$ cat src/rtl/duc_feed_pkg.sv
// duc_feed_pkg: shared state encoding and word widths for the DUC sample feeder
package duc_feed_pkg;
  typedef enum logic [1:0] {IDLE = 2'd0, RUN = 2'd1, LAST = 2'd2, ERR = 2'd3} state_t;
  localparam int SAMPLE_W = 32;
  localparam int WORD_W = SAMPLE_W + 1;
endpackage

$ cat src/rtl/duc_feed_fifo.sv
// duc_feed_fifo: synchronous FIFO, callers must only push when not full and pop when not empty
module duc_feed_fifo #(
  parameter int DEPTH_LOG2 = 4,
  parameter int W = 33
) (
  input  logic                  clk,
  input  logic                  rst_n,
  input  logic                  clr,
  input  logic                  push,
  input  logic                  pop,
  input  logic [W-1:0]          din,
  output logic [W-1:0]          head,
  output logic                  full,
  output logic                  empty,
  output logic [DEPTH_LOG2:0]   level
);
  logic [W-1:0] mem [2**DEPTH_LOG2];
  logic [DEPTH_LOG2-1:0] wp, rp;
  assign head = mem[rp];
  assign full = level == (DEPTH_LOG2+1)'(2**DEPTH_LOG2);
  assign empty = level == '0;
  always_ff @(posedge clk)
    if (push) mem[wp] <= din;
  always_ff @(posedge clk or negedge rst_n)
    if (!rst_n) begin
      wp <= '0;
      rp <= '0;
      level <= '0;
    end else if (clr) begin
      wp <= '0;
      rp <= '0;
      level <= '0;
    end else begin
      wp <= wp + DEPTH_LOG2'(push);
      rp <= rp + DEPTH_LOG2'(pop);
      level <= level + (DEPTH_LOG2+1)'(push) - (DEPTH_LOG2+1)'(pop);
    end
endmodule

$ cat src/rtl/duc_sample_feeder.sv
// duc_sample_feeder: buffers IQ samples and releases one per DUC strobe with burst priming,
// tlast handling and underrun recovery.
module duc_sample_feeder
  import duc_feed_pkg::*;
#(
  parameter int DEPTH_LOG2 = 4,
  parameter int PRIME_LEVEL = 4,
  parameter int CNT_WIDTH = 16
) (
  input  logic                  clk,
  input  logic                  rst_n,
  input  logic                  clr,
  input  logic [SAMPLE_W-1:0]   in_tdata,
  input  logic                  in_tlast,
  input  logic                  in_tvalid,
  output logic                  in_tready,
  output logic [SAMPLE_W-1:0]   sample,
  output logic                  run,
  input  logic                  strobe,
  output logic                  underrun,
  output logic                  burst_ack,
  output logic [CNT_WIDTH-1:0]  underrun_count,
  output logic [DEPTH_LOG2:0]   fill_level,
  output logic [1:0]            state_dbg
);
  if (PRIME_LEVEL < 1 || PRIME_LEVEL > 2**DEPTH_LOG2) begin : g_bad_prime
    $error("PRIME_LEVEL out of range");
  end
  state_t state;
  logic [WORD_W-1:0] head;
  logic full, empty, push, pop;
  logic [DEPTH_LOG2:0] last_pending;
  assign in_tready = ~full;
  assign push = in_tvalid & ~full;
  assign pop = ~empty & ((state == RUN & strobe) | state == ERR);
  assign state_dbg = state;
  duc_feed_fifo #(.DEPTH_LOG2(DEPTH_LOG2), .W(WORD_W)) u_fifo (
    .clk(clk), .rst_n(rst_n), .clr(clr), .push(push), .pop(pop),
    .din({in_tlast, in_tdata}), .head(head), .full(full), .empty(empty), .level(fill_level)
  );
  always_ff @(posedge clk or negedge rst_n)
    if (!rst_n) begin
      state <= IDLE;
      sample <= '0;
      run <= 1'b0;
      underrun <= 1'b0;
      burst_ack <= 1'b0;
      underrun_count <= '0;
      last_pending <= '0;
    end else if (clr) begin
      state <= IDLE;
      sample <= '0;
      run <= 1'b0;
      underrun <= 1'b0;
      burst_ack <= 1'b0;
      underrun_count <= '0;
      last_pending <= '0;
    end else begin
      underrun <= 1'b0;
      burst_ack <= 1'b0;
      last_pending <= last_pending + (DEPTH_LOG2+1)'(push & in_tlast) - (DEPTH_LOG2+1)'(pop & head[SAMPLE_W]);
      case (state)
        IDLE: if (fill_level >= (DEPTH_LOG2+1)'(PRIME_LEVEL) || last_pending != '0) begin
          state <= RUN;
          run <= 1'b1;
        end
        RUN: if (strobe) begin
          if (!empty) begin
            sample <= head[SAMPLE_W-1:0];
            if (head[SAMPLE_W]) state <= LAST;
          end else begin
            sample <= '0;
            run <= 1'b0;
            underrun <= 1'b1;
            if (~&underrun_count) underrun_count <= underrun_count + CNT_WIDTH'(1);
            state <= ERR;
          end
        end
        LAST: if (strobe) begin
          sample <= '0;
          run <= 1'b0;
          burst_ack <= 1'b1;
          state <= IDLE;
        end
        ERR: if (pop && head[SAMPLE_W]) state <= IDLE;
        default: state <= IDLE;
      endcase
    end
endmodule

$ cat config.mk
export PLATFORM = sky130hd
export DESIGN_NAME = duc_sample_feeder
export DESIGN_NICKNAME = d
export VERILOG_FILES = /design/src/rtl/duc_feed_pkg.sv /design/src/rtl/duc_feed_fifo.sv /design/src/rtl/duc_sample_feeder.sv
export SDC_FILE = /design/constraint.sdc
export NUM_CORES = 1
export LEC_CHECK = 0
export CAP_MARGIN = 15
export CORE_AREA = 4 4 234 236
export CTS_CLUSTER_SIZE = 24
export DETAILED_ROUTE_END_ITERATION = 12
export DIE_AREA = 0 0 238 240
export HOLD_SLACK_MARGIN = 0.1
export PLACE_DENSITY = 0.7
export SLEW_MARGIN = 15
export SYNTH_ARGS = -nofsm -noshare
export SYNTH_HDL_FRONTEND = slang
export SYNTH_SLANG_ARGS = --single-unit
$ cat constraint.sdc
create_clock -name clk -period 4.7 [get_ports clk]
set_input_delay 0.705 -clock clk [delete_from_list [all_inputs] [get_ports clk]]
set_output_delay 0.705 -clock clk [all_outputs]
set_load 0.005 [all_outputs]
==> results of run 1 <==
## cell type report
| cell class | instances | area [sq um] | area share |
|---|---|---|---|
| clock buffers | 77 | 1590 | 0.0582 |
| clock inverters | 31 | 236 | 0.00863 |
| inverters | 36 | 135 | 0.00493 |
| multi-input cells | 519 | 5640 | 0.206 |
| flip-flops and latches | 599 | 17600 | 0.644 |
| well taps | 688 | 861 | 0.0314 |
| repair buffers | 133 | 1300 | 0.0475 |
## report_power, final
part / switching, mW / internal (mW) / leakage (nW) / total, mW
logic: 1.09 / 1.07 / 2.31 / 2.16
clock network: 1.92 / 2.54 / 0.895 / 4.46
registers: 0.137 / 6.05 / 5.74 / 6.18
total: 3.15 / 9.66 / 8.94 / 12.8
## sequential cells by signal, summed over array words and instances, names as in the netlist, 2 cells and up
name	flops
u_fifo.rp	4
u_fifo.mem	528
u_fifo.wp	4
sample	32
state_dbg	2
underrun_count	16
last_pending	5
u_fifo.level	5
## cells by family (layout without fill, tap and decap cells)
logic type                 after synthesis  after routing
adders and majority gates               23             23
DFF                                    599            599
xor gates and xnor gates                23             23
muxes                                  184            184
AOI/OAI and AO/OA                      144            144
buffers and inverters                  100            277
and+or+nand+nor                        145            145
## placed cells by master, fill, tap and decap left out, types with 26 or more instances in the layout
cell type and instances:
a21oi_1 26, a221oi_1 30, buf_4 32, clkbuf_16 59
clkdlybuf4s50_1 95, dfrtp_1 68, edfxtp_1 528, inv_1 35
mux2i_1 65, mux4_2 117, nand2_1 31, nor2_1 37
## cells in the mapped netlist, drive strengths merged, types with 2 or more instances
| cell | number | area [sq um] |
|---|---|---|
| and3 | 2 | 12.5 |
| nor2 | 49 | 184 |
| xor2 | 3 | 26.3 |
| buf | 26 | 119 |
| xnor2 | 20 | 175 |
| o21ai | 35 | 175 |
| nand4 | 2 | 12.5 |
| a21o | 17 | 128 |
| nand2b | 2 | 12.5 |
| nor4 | 5 | 31.3 |
| clkbuf | 38 | 143 |
| nand2 | 31 | 116 |
| or4b | 2 | 20.0 |
| nor2b | 13 | 81.3 |
| fa | 2 | 40.0 |
| nor3 | 9 | 45.0 |
| mux4 | 117 | 2640 |
| ha | 21 | 263 |
| nand3b | 2 | 15.0 |
| mux2i | 65 | 651 |
| inv | 36 | 135 |
| edfxtp | 528 | 15900 |
| a211oi | 9 | 67.6 |
| mux2 | 2 | 22.5 |
| or4 | 2 | 15.0 |
| a2111oi | 2 | 36.3 |
| a21oi | 27 | 135 |
| nand3 | 12 | 60.1 |
| dfrtp | 71 | 1780 |
| a22oi | 17 | 128 |
| or3 | 4 | 25.0 |
| and2 | 4 | 25.0 |
| a221oi | 30 | 263 |
| nor4b | 3 | 32.5 |
## critical path: stages (launching register included)
cell and delay [ps]:
dfrtp_4 490, buf_4 740, and2_1 620, buf_4 410, a221oi_1 170, o21ai_0 200
a21oi_1 100, a21o_1 200
## worst paths after layout
| check | from | endpoint | slack (ps) | cells after the start |
|---|---|---|---|---|
| max in group asynchronous | rst_n | u_fifo.rp[1] | 3050 | 3 |
| worst min register to register | sample[3] | sample[3] | 490 | 2 |
| worst max register to register | u_fifo.rp[1] | sample[8] | 1600 | 7 |
| min in group asynchronous | rst_n | underrun_count[5] | 590 | 2 |
| worst max-delay path | u_fifo.rp[1] | sample[8] | 1600 | 7 |
| worst min-delay path | sample[3] | sample[3] | 490 | 2 |
## per-layer routing
layer / global-route usage / wire length (microns) / vias to the layer above
met5: 0 / 12 / -
met4: 0.0489 / 1040 / 2
met3: 0.0320 / 3350 / 75
met2: 0.293 / 24900 / 440
met1: 0.260 / 22200 / 6260
li1: - / - / 5164
==> results_dict.tcl, run 1 <==
set metrics [dict create \
    status "complete, no violations" \
    worstPathRequired_ps 5210 \
    cp-start-kind "register" \
    via_per_inst 5.73 \
    final_layout_size_suffix_gt1_frac 0.192 \
    endpoint_kind "register" \
    place_congestion 0.754 \
    finalSetupViolations 0 \
    worstPathArrival_ps 3600 \
    cts-resized-gates 0 \
    syn_nets 1279 \
    cts_tree "built" \
    totalWireLength_mm 51.5 \
    syn-cell-area_sq_um 23500 \
    fin_cells 2083 \
    synth_edf_count 528 \
    clk_path_buf_depth 3 \
    die_area_sq_um 57100 \
    synth_top_family_by_area "multiplexers" \
    clkTransAtPathRegs_ps 60 \
    yosys_warnings 0 \
    grt_antenna_before_repair 1 \
    clock_skew_ps 21.8 \
    cts_buffers 57 \
    powerDensity_nw_per_um2 467 \
    yosysUniqueCellTypes 50 \
    maxCapViolCount 0 \
    hp-class "reg -> reg" \
    core-area_sq_um 52400 \
    post_drt_wl_per_cell_microns 24.7 \
    slew_headroom 0.335 \
    cts_setup_buffers 0 \
    rsz0062_at_grt "false" \
    vias 11900 \
    nets 1407 \
    die_w_microns 238 \
    grt_usage 0.182 \
    drv_slew 0 \
    start_util 0.449 \
    async_flop_share 0.119 \
    syn_area_per_cell_sq_um 19.3 \
    tightest_slew_ps 997 \
    ys_seq_area_frac 0.749 \
    hpwl_mm 28.6 \
    path_class "reg -> reg" \
    period_needed_ps 3100 \
    synth_compound_area_frac 0.0420 \
    setup_tns_ps 0 \
    die_y_microns 240 \
    hold_viol 0 \
    ctsHoldBuffers 1 \
    clock_latency_ps 620 \
    clock_sinks 599 \
    syn2layout_area_growth_pct 16.4 \
    cts-root-buf "clkbuf_16" \
    synth_xor_xnor_area_share 0.00856 \
    grt_pass1_vias 12400 \
    rows 84 \
    vdd_drop_max_v 0.000299 \
    synth_fa_ha_area_frac 0.0129 \
    setup_slack_ps 1600 \
    port_buffers 96 \
    fillers 4006 \
    synth_ff_type "edfxtp_1" \
    boundaryPins 97 \
    drc 0 \
    place_area_sq_um 25600 \
    synthSimpleGateAreaFrac 0.0303 \
    drt_iter0_markers 1088 \
    drt-pass1-iter-count 4 \
    netlist_instances 1218 \
    overflow 0 \
    finish.instance_area_sq_um 27400 \
    finalPower_mw 12.8 \
    grt_max_degree 114 \
    cts-htree-levels 2 \
    ys_seq_elements 599 \
    synthMuxAreaShare 0.141 \
    p_leak_nw 8.94 \
    grt_pass1_wl_mm 78.2 \
    fin_util 0.523 \
    dp_cells 1974 \
    fmax_mhz 323 \
    num_antenna_cells 0 \
    worst_hold_slack_ps 487 \
    pre_cts_ws_ps 1280 \
    antenna_left 0 \
    min_period_over_period 0.659 \
    cp_max_fo 56 \
]
(Power assumes the default switching activity.)
==> run 2: changes to the inputs <==
--- a/config.mk
+++ b/config.mk
@@ -11,7 +11,7 @@
 export DETAILED_ROUTE_END_ITERATION = 12
 export DIE_AREA = 0 0 238 240
 export HOLD_SLACK_MARGIN = 0.1
-export PLACE_DENSITY = 0.7
+export PLACE_DENSITY = 0.72
 export SLEW_MARGIN = 15
 export SYNTH_ARGS = -nofsm -noshare
 export SYNTH_HDL_FRONTEND = slang
==> constraint.sdc (replaced) <==
create_clock -name clk -period 2.75 [get_ports clk]
set_input_delay 0.4125 -clock clk [delete_from_list [all_inputs] [get_ports clk]]
set_output_delay 0.4125 -clock clk [all_outputs]
set_load 0.005 [all_outputs]
==> results_dict.tcl, run 2 (synthesized netlist as in run 1, its figures left out) <==
set metrics [dict create \
    status "finished, violations left" \
    violations "setup timing" \
    worstPathArrival_ps 3370 \
    layout_common_cells "edfxtp_1, mux4_2, clkdlybuf4s50_1" \
    place_area_sq_um 26100 \
    finalSetupViolations 1 \
    final_common_cell "edfxtp_1" \
    clock_latency_ps 600 \
    slowest_delay_ps 510 \
    num_antenna_cells 0 \
    area.sequential_sq_um 17600 \
    final_layout_size_suffix_gt1_frac 0.223 \
    endpoint_kind "register" \
    setup_tns_ps -93.7 \
    rsz0062_at_grt "true" \
    vias 12100 \
    grt_antenna_before_repair 4 \
    slew_headroom 0.327 \
    finalPower_mw 22.5 \
    r2r_cells 15 \
    grt_max_degree 82 \
    period_needed_ps 2840 \
    clkTransAtPathRegs_ps 70 \
    vdd_drop_max_v 0.000493 \
    die_area_sq_um 57100 \
    worst-path-stages 15 \
    finish.instance_area_sq_um 28100 \
    cp_max_fo 4 \
    multi_input_area_sq_um 5720 \
    cts-htree-levels 2 \
    cts_tree "built" \
    overflow 0 \
    syn2layout_area_growth_pct 19.5 \
    cts_buffers 55 \
    boundaryPins 97 \
    fillers 3931 \
    clock_skew_ps 20.9 \
    core-area_sq_um 52400 \
    place_congestion 0.750 \
    cp-start-kind "register" \
    setup_slack_ps -93.7 \
    min_period_over_period 1.03 \
    grt_pass1_vias 12500 \
    p_leak_nw 9.21 \
    fmax_mhz 352 \
    grt_pass1_wl_mm 79.9 \
    largest-register "u_fifo.mem" \
    nets 1439 \
    clock_sinks 599 \
    clk_path_buf_depth 3 \
    reg_top3 "u_fifo.mem: 528 flops, sample: 32 flops, underrun_count: 16 flops" \
    largest_reg_flops 528 \
    slowest_stage "mux4_2" \
    start_util 0.449 \
    totalWireLength_mm 52.9 \
    pre_cts_ws_ps -160 \
    fin_util 0.536 \
    drc 0 \
    rows 84 \
    crit_family "multiplexers" \
    grt_usage 0.186 \
    path_cells "mux4_2 -> mux2i_2 -> nand2_1 -> o21ai_2 -> nor3_2 -> ha_1 -> inv_1 -> ha_2 -> inv_2 -> fa_2 -> inv_1 -> a21oi_2 -> nor2_1 -> or3_1 -> a21oi_2" \
    die_w_microns 238 \
    antenna_left 0 \
    hp-class "in -> async" \
    die_y_microns 240 \
    path_class "reg -> reg" \
    powerDensity_nw_per_um2 800 \
    cts-root-buf "clkbuf_16" \
    worstPathRequired_ps 3270 \
    crit_buf_inv 3 \
    tightest_slew_ps 1010 \
    maxCapViolCount 0 \
    port_buffers 96 \
    drt_iter0_markers 1230 \
    drt-pass1-iter-count 5 \
    drv_slew 0 \
    post_drt_wl_per_cell_microns 25.1 \
    via_per_inst 5.74 \
    hold_viol 0 \
    hpwl_mm 29.3 \
]
==> run 2: cell type report <==
| type | count | share of cell area |
|---|---|---|
| Multi-Input combinational cell | 519 | 0.203 |
| Tap cell | 688 | 0.0306 |
| Inverter | 36 | 0.00480 |
| Sequential cell | 599 | 0.627 |
| Timing Repair Buffer | 167 | 0.0649 |
| Clock buffer | 66 | 0.0533 |
| Clock inverter | 37 | 0.0157 |
==> run 2: worst reg2reg max path: stages (launching register included) <==
cell and delay [ps]:
dfrtp_4 440, mux4_2 510, mux2i_2 180, nand2_1 110
o21ai_2 70, nor3_2 50, ha_1 280, inv_1 40
ha_2 170, inv_2 50, fa_2 180, inv_1 50
a21oi_2 120, nor2_1 60, or3_1 350, a21oi_2 120
==> run 2: what timing repair did <==
item                                    in CTS  in global routing
gates resized for setup                      1                 11
endpoints found under the setup margin       2                 18
endpoints found under the hold margin       35                  0
setup buffers                                1                  0
hold buffers                                 1                  0
pin swaps                                    0                  2
==> run 2: where the power goes <==
group | internal, mW | switching, mW
sequential | 10.3 | 0.230
combinational | 1.99 | 1.87
clock | 4.82 | 3.26
==> run 2: routing by layer <==
metal / vias to the layer above / track usage / share of wire
met3: 83 / 0.0405 / 0.072
met2: 420 / 0.316 / 0.50
met5: - / 0 / 0.00098
met1: 6386 / 0.249 / 0.41
met4: 8 / 0.0463 / 0.020
li1: 5228 / - / -
==> run 2: stage by stage <==
step	std cells	hold slack [ps]
global placement	2007	460
floorplan	1218	117
finish	2112	392
global route	2112	429
detailed placement	2007	467
CTS	2112	395
==> run 2: path summary, 6_finish.rpt <==
| path | from | slack [ps] | endpoint |
|---|---|---|---|
| setup / recovery | u_fifo.rp[0] | -90 | last_pending[4] |
| hold / removal | rst_n | 390 | u_fifo.rp[1] |
| setup reg to reg | u_fifo.rp[0] | -90 | last_pending[4] |
| hold reg to reg | sample[6] | 480 | sample[6] |
| max in group asynchronous | rst_n | 1640 | sample[11] |
| min in group clk | sample[6] | 480 | sample[6] |
==> run 3: changes to the inputs <==
--- a/config.mk
+++ b/config.mk
@@ -6,10 +6,11 @@
 export NUM_CORES = 1
 export LEC_CHECK = 0
 export CAP_MARGIN = 15
-export CORE_AREA = 4 4 234 236
+export CORE_AREA = 2 2 232 234
+export CTS_CLUSTER_DIAMETER = 120
 export CTS_CLUSTER_SIZE = 24
 export DETAILED_ROUTE_END_ITERATION = 12
-export DIE_AREA = 0 0 238 240
+export DIE_AREA = 0 0 234 236
 export HOLD_SLACK_MARGIN = 0.1
 export PLACE_DENSITY = 0.72
 export SLEW_MARGIN = 15
==> results_dict.tcl, run 3 (synthesized netlist as in run 1, its figures left out) <==
set metrics [dict create \
    die_w_microns 234 \
    cts_buffers 28 \
    boundaryPins 97 \
    antenna_left 0 \
    slew_headroom 0.504 \
    tightest_slew_ps 744 \
    largest-register "u_fifo.mem" \
    via_per_inst 5.73 \
    grt_max_degree 92 \
    die_y_microns 236 \
    hpwl_mm 29.0 \
    finalSetupViolations 2 \
    cp-start-kind "register" \
    syn2layout_area_growth_pct 15.1 \
    place_area_sq_um 26200 \
    clock_latency_ps 600 \
    drt-pass1-iter-count 5 \
    cts-root-buf "clkbuf_16" \
    hold_viol 0 \
    grt_pass1_wl_mm 75.5 \
    layout_common_cells "edfxtp_1, mux4_2, clkdlybuf4s50_1" \
    grt_pass1_vias 11700 \
    drc 0 \
    totalWireLength_mm 51.0 \
    place_congestion 0.788 \
    path_class "reg -> reg" \
    maxCapViolCount 0 \
    final_common_cell "edfxtp_1" \
    rsz0062_at_grt "true" \
    fillers 4048 \
    p_sw_frac 0.248 \
    clk_path_buf_depth 3 \
    rows 85 \
    start_util 0.444 \
    comb_power_share 0.206 \
    clock_sinks 599 \
    core-area_sq_um 53100 \
    fin_util 0.511 \
    worstPathRequired_ps 3270 \
    vdd_drop_max_v 0.000501 \
    worstPathArrival_ps 3430 \
    grt_usage 0.185 \
    period_needed_ps 2910 \
    overflow 0 \
    status "finished, violations left" \
    finish.instance_area_sq_um 27100 \
    largest_reg_flops 528 \
    p_leak_nw 8.69 \
    multi_input_area_sq_um 5730 \
    p_clk_frac 0.243 \
    finalPower_mw 19.1 \
    vias 11900 \
    intPower_mw 14.4 \
    violations "setup timing" \
    nets 1417 \
    die_area_sq_um 55200 \
    final_layout_size_suffix_gt1_frac 0.191 \
    cts-htree-levels 1 \
    fin_cells 2075 \
    min_period_over_period 1.06 \
    pre_cts_ws_ps -213 \
    fmax_mhz 344 \
    drt_iter0_markers 1189 \
    post_drt_wl_per_cell_microns 24.6 \
    cp_max_fo 4 \
    grt_antenna_before_repair 4 \
    clkTransAtPathRegs_ps 100 \
    dp_cells 2015 \
    port_buffers 96 \
    area.sequential_sq_um 17600 \
    cts_tree "built" \
    clock_skew_ps 16.9 \
    reg_top3 "u_fifo.mem: 528 flops, sample: 32 flops, underrun_count: 16 flops" \
    endpoint_kind "register" \
    switchingPower_mw 4.73 \
    hp-class "in -> async" \
    powerDensity_nw_per_um2 705 \
    drv_slew 0 \
    seqPwrFrac 0.552 \
    setup_slack_ps -158 \
]
==> run 3: changes by cell type in the layout (fill, tap and decap cells not counted), sizes merged <==
cell	delta
bufinv	-10
clkinv	-22
diode	+1
clkbuf	-13
buf	+4
clkinvlp	-5
==> run 3: worst max-delay path: stages, from the launching register on <==
cell and delay [ps]:
dfrtp_4 460, mux4_2 510, mux2i_2 180, nand2_1 90, o21ai_1 80, nor3_1 60, ha_1 280, inv_1 40
ha_2 170, inv_2 60, fa_2 200, inv_1 50, a21oi_2 140, nor2_2 60, or3_4 360, a21oi_2 110
==> run 3: worst paths after layout <==
check	start	to	slack, ps	cells after the start
worst min register to register	sample[17]	sample[17]	490	1
max in group asynchronous	rst_n	sample[29]	1620	3
worst max-delay path	u_fifo.rp[0]	last_pending[4]	-160	15
worst max register to register	u_fifo.rp[0]	last_pending[4]	-160	15
worst min-delay path	rst_n	underrun_count[13]	390	2
min in group clk	sample[17]	sample[17]	490	1
==> run 3: metrics by stage <==
stage | hold slack [ps] | setup TNS (ps)
2_1_floorplan | 117 | -88690
3_3_place_gp | 462 | -846
3_5_place_dp | 469 | -1180
4_1_cts | 395 | -215
5_1_grt | 442 | -660
6_report | 388 | -275
==> run 3: power groups by stage <==
stage | Sequential, mW | Clock [mW] | Combinational (mW)
global placement | 10.7 | 0 | 3.74
finish | 10.5 | 4.64 | 3.93
global route | 10.6 | 5.07 | 4.29
detailed placement | 10.7 | 0 | 3.81
CTS | 10.5 | 4.74 | 3.87
floorplan | 10.7 | 0 | 2.62
==> run 3: per-layer routing <==
metal,track usage,vias up,wire [microns]
li1,-,5157,-
met1,0.261,6268,21100
met2,0.312,415,25900
met3,0.0251,49,3370
met4,0.0320,6,601
met5,0,-,39
==> run 3: area by class of cell <==
| class | instances | area share |
|---|---|---|
| Sequential cell | 599 | 0.651 |
| Clock buffer | 52 | 0.0300 |
| Tap cell | 696 | 0.0321 |
| Antenna cell | 1 | 0.0000924 |
| Multi-Input combinational cell | 519 | 0.211 |
| Inverter | 36 | 0.00499 |
| Timing Repair Buffer | 172 | 0.0704 |
==> run 3: timing repair <==
action                                  CTS  global route
hold buffers                              1             0
buffers inserted                          3             3
pin swaps                                 1             5
resized for setup                         2            15
endpoints found under the hold margin    39             0
endpoints found under the setup margin   11            16
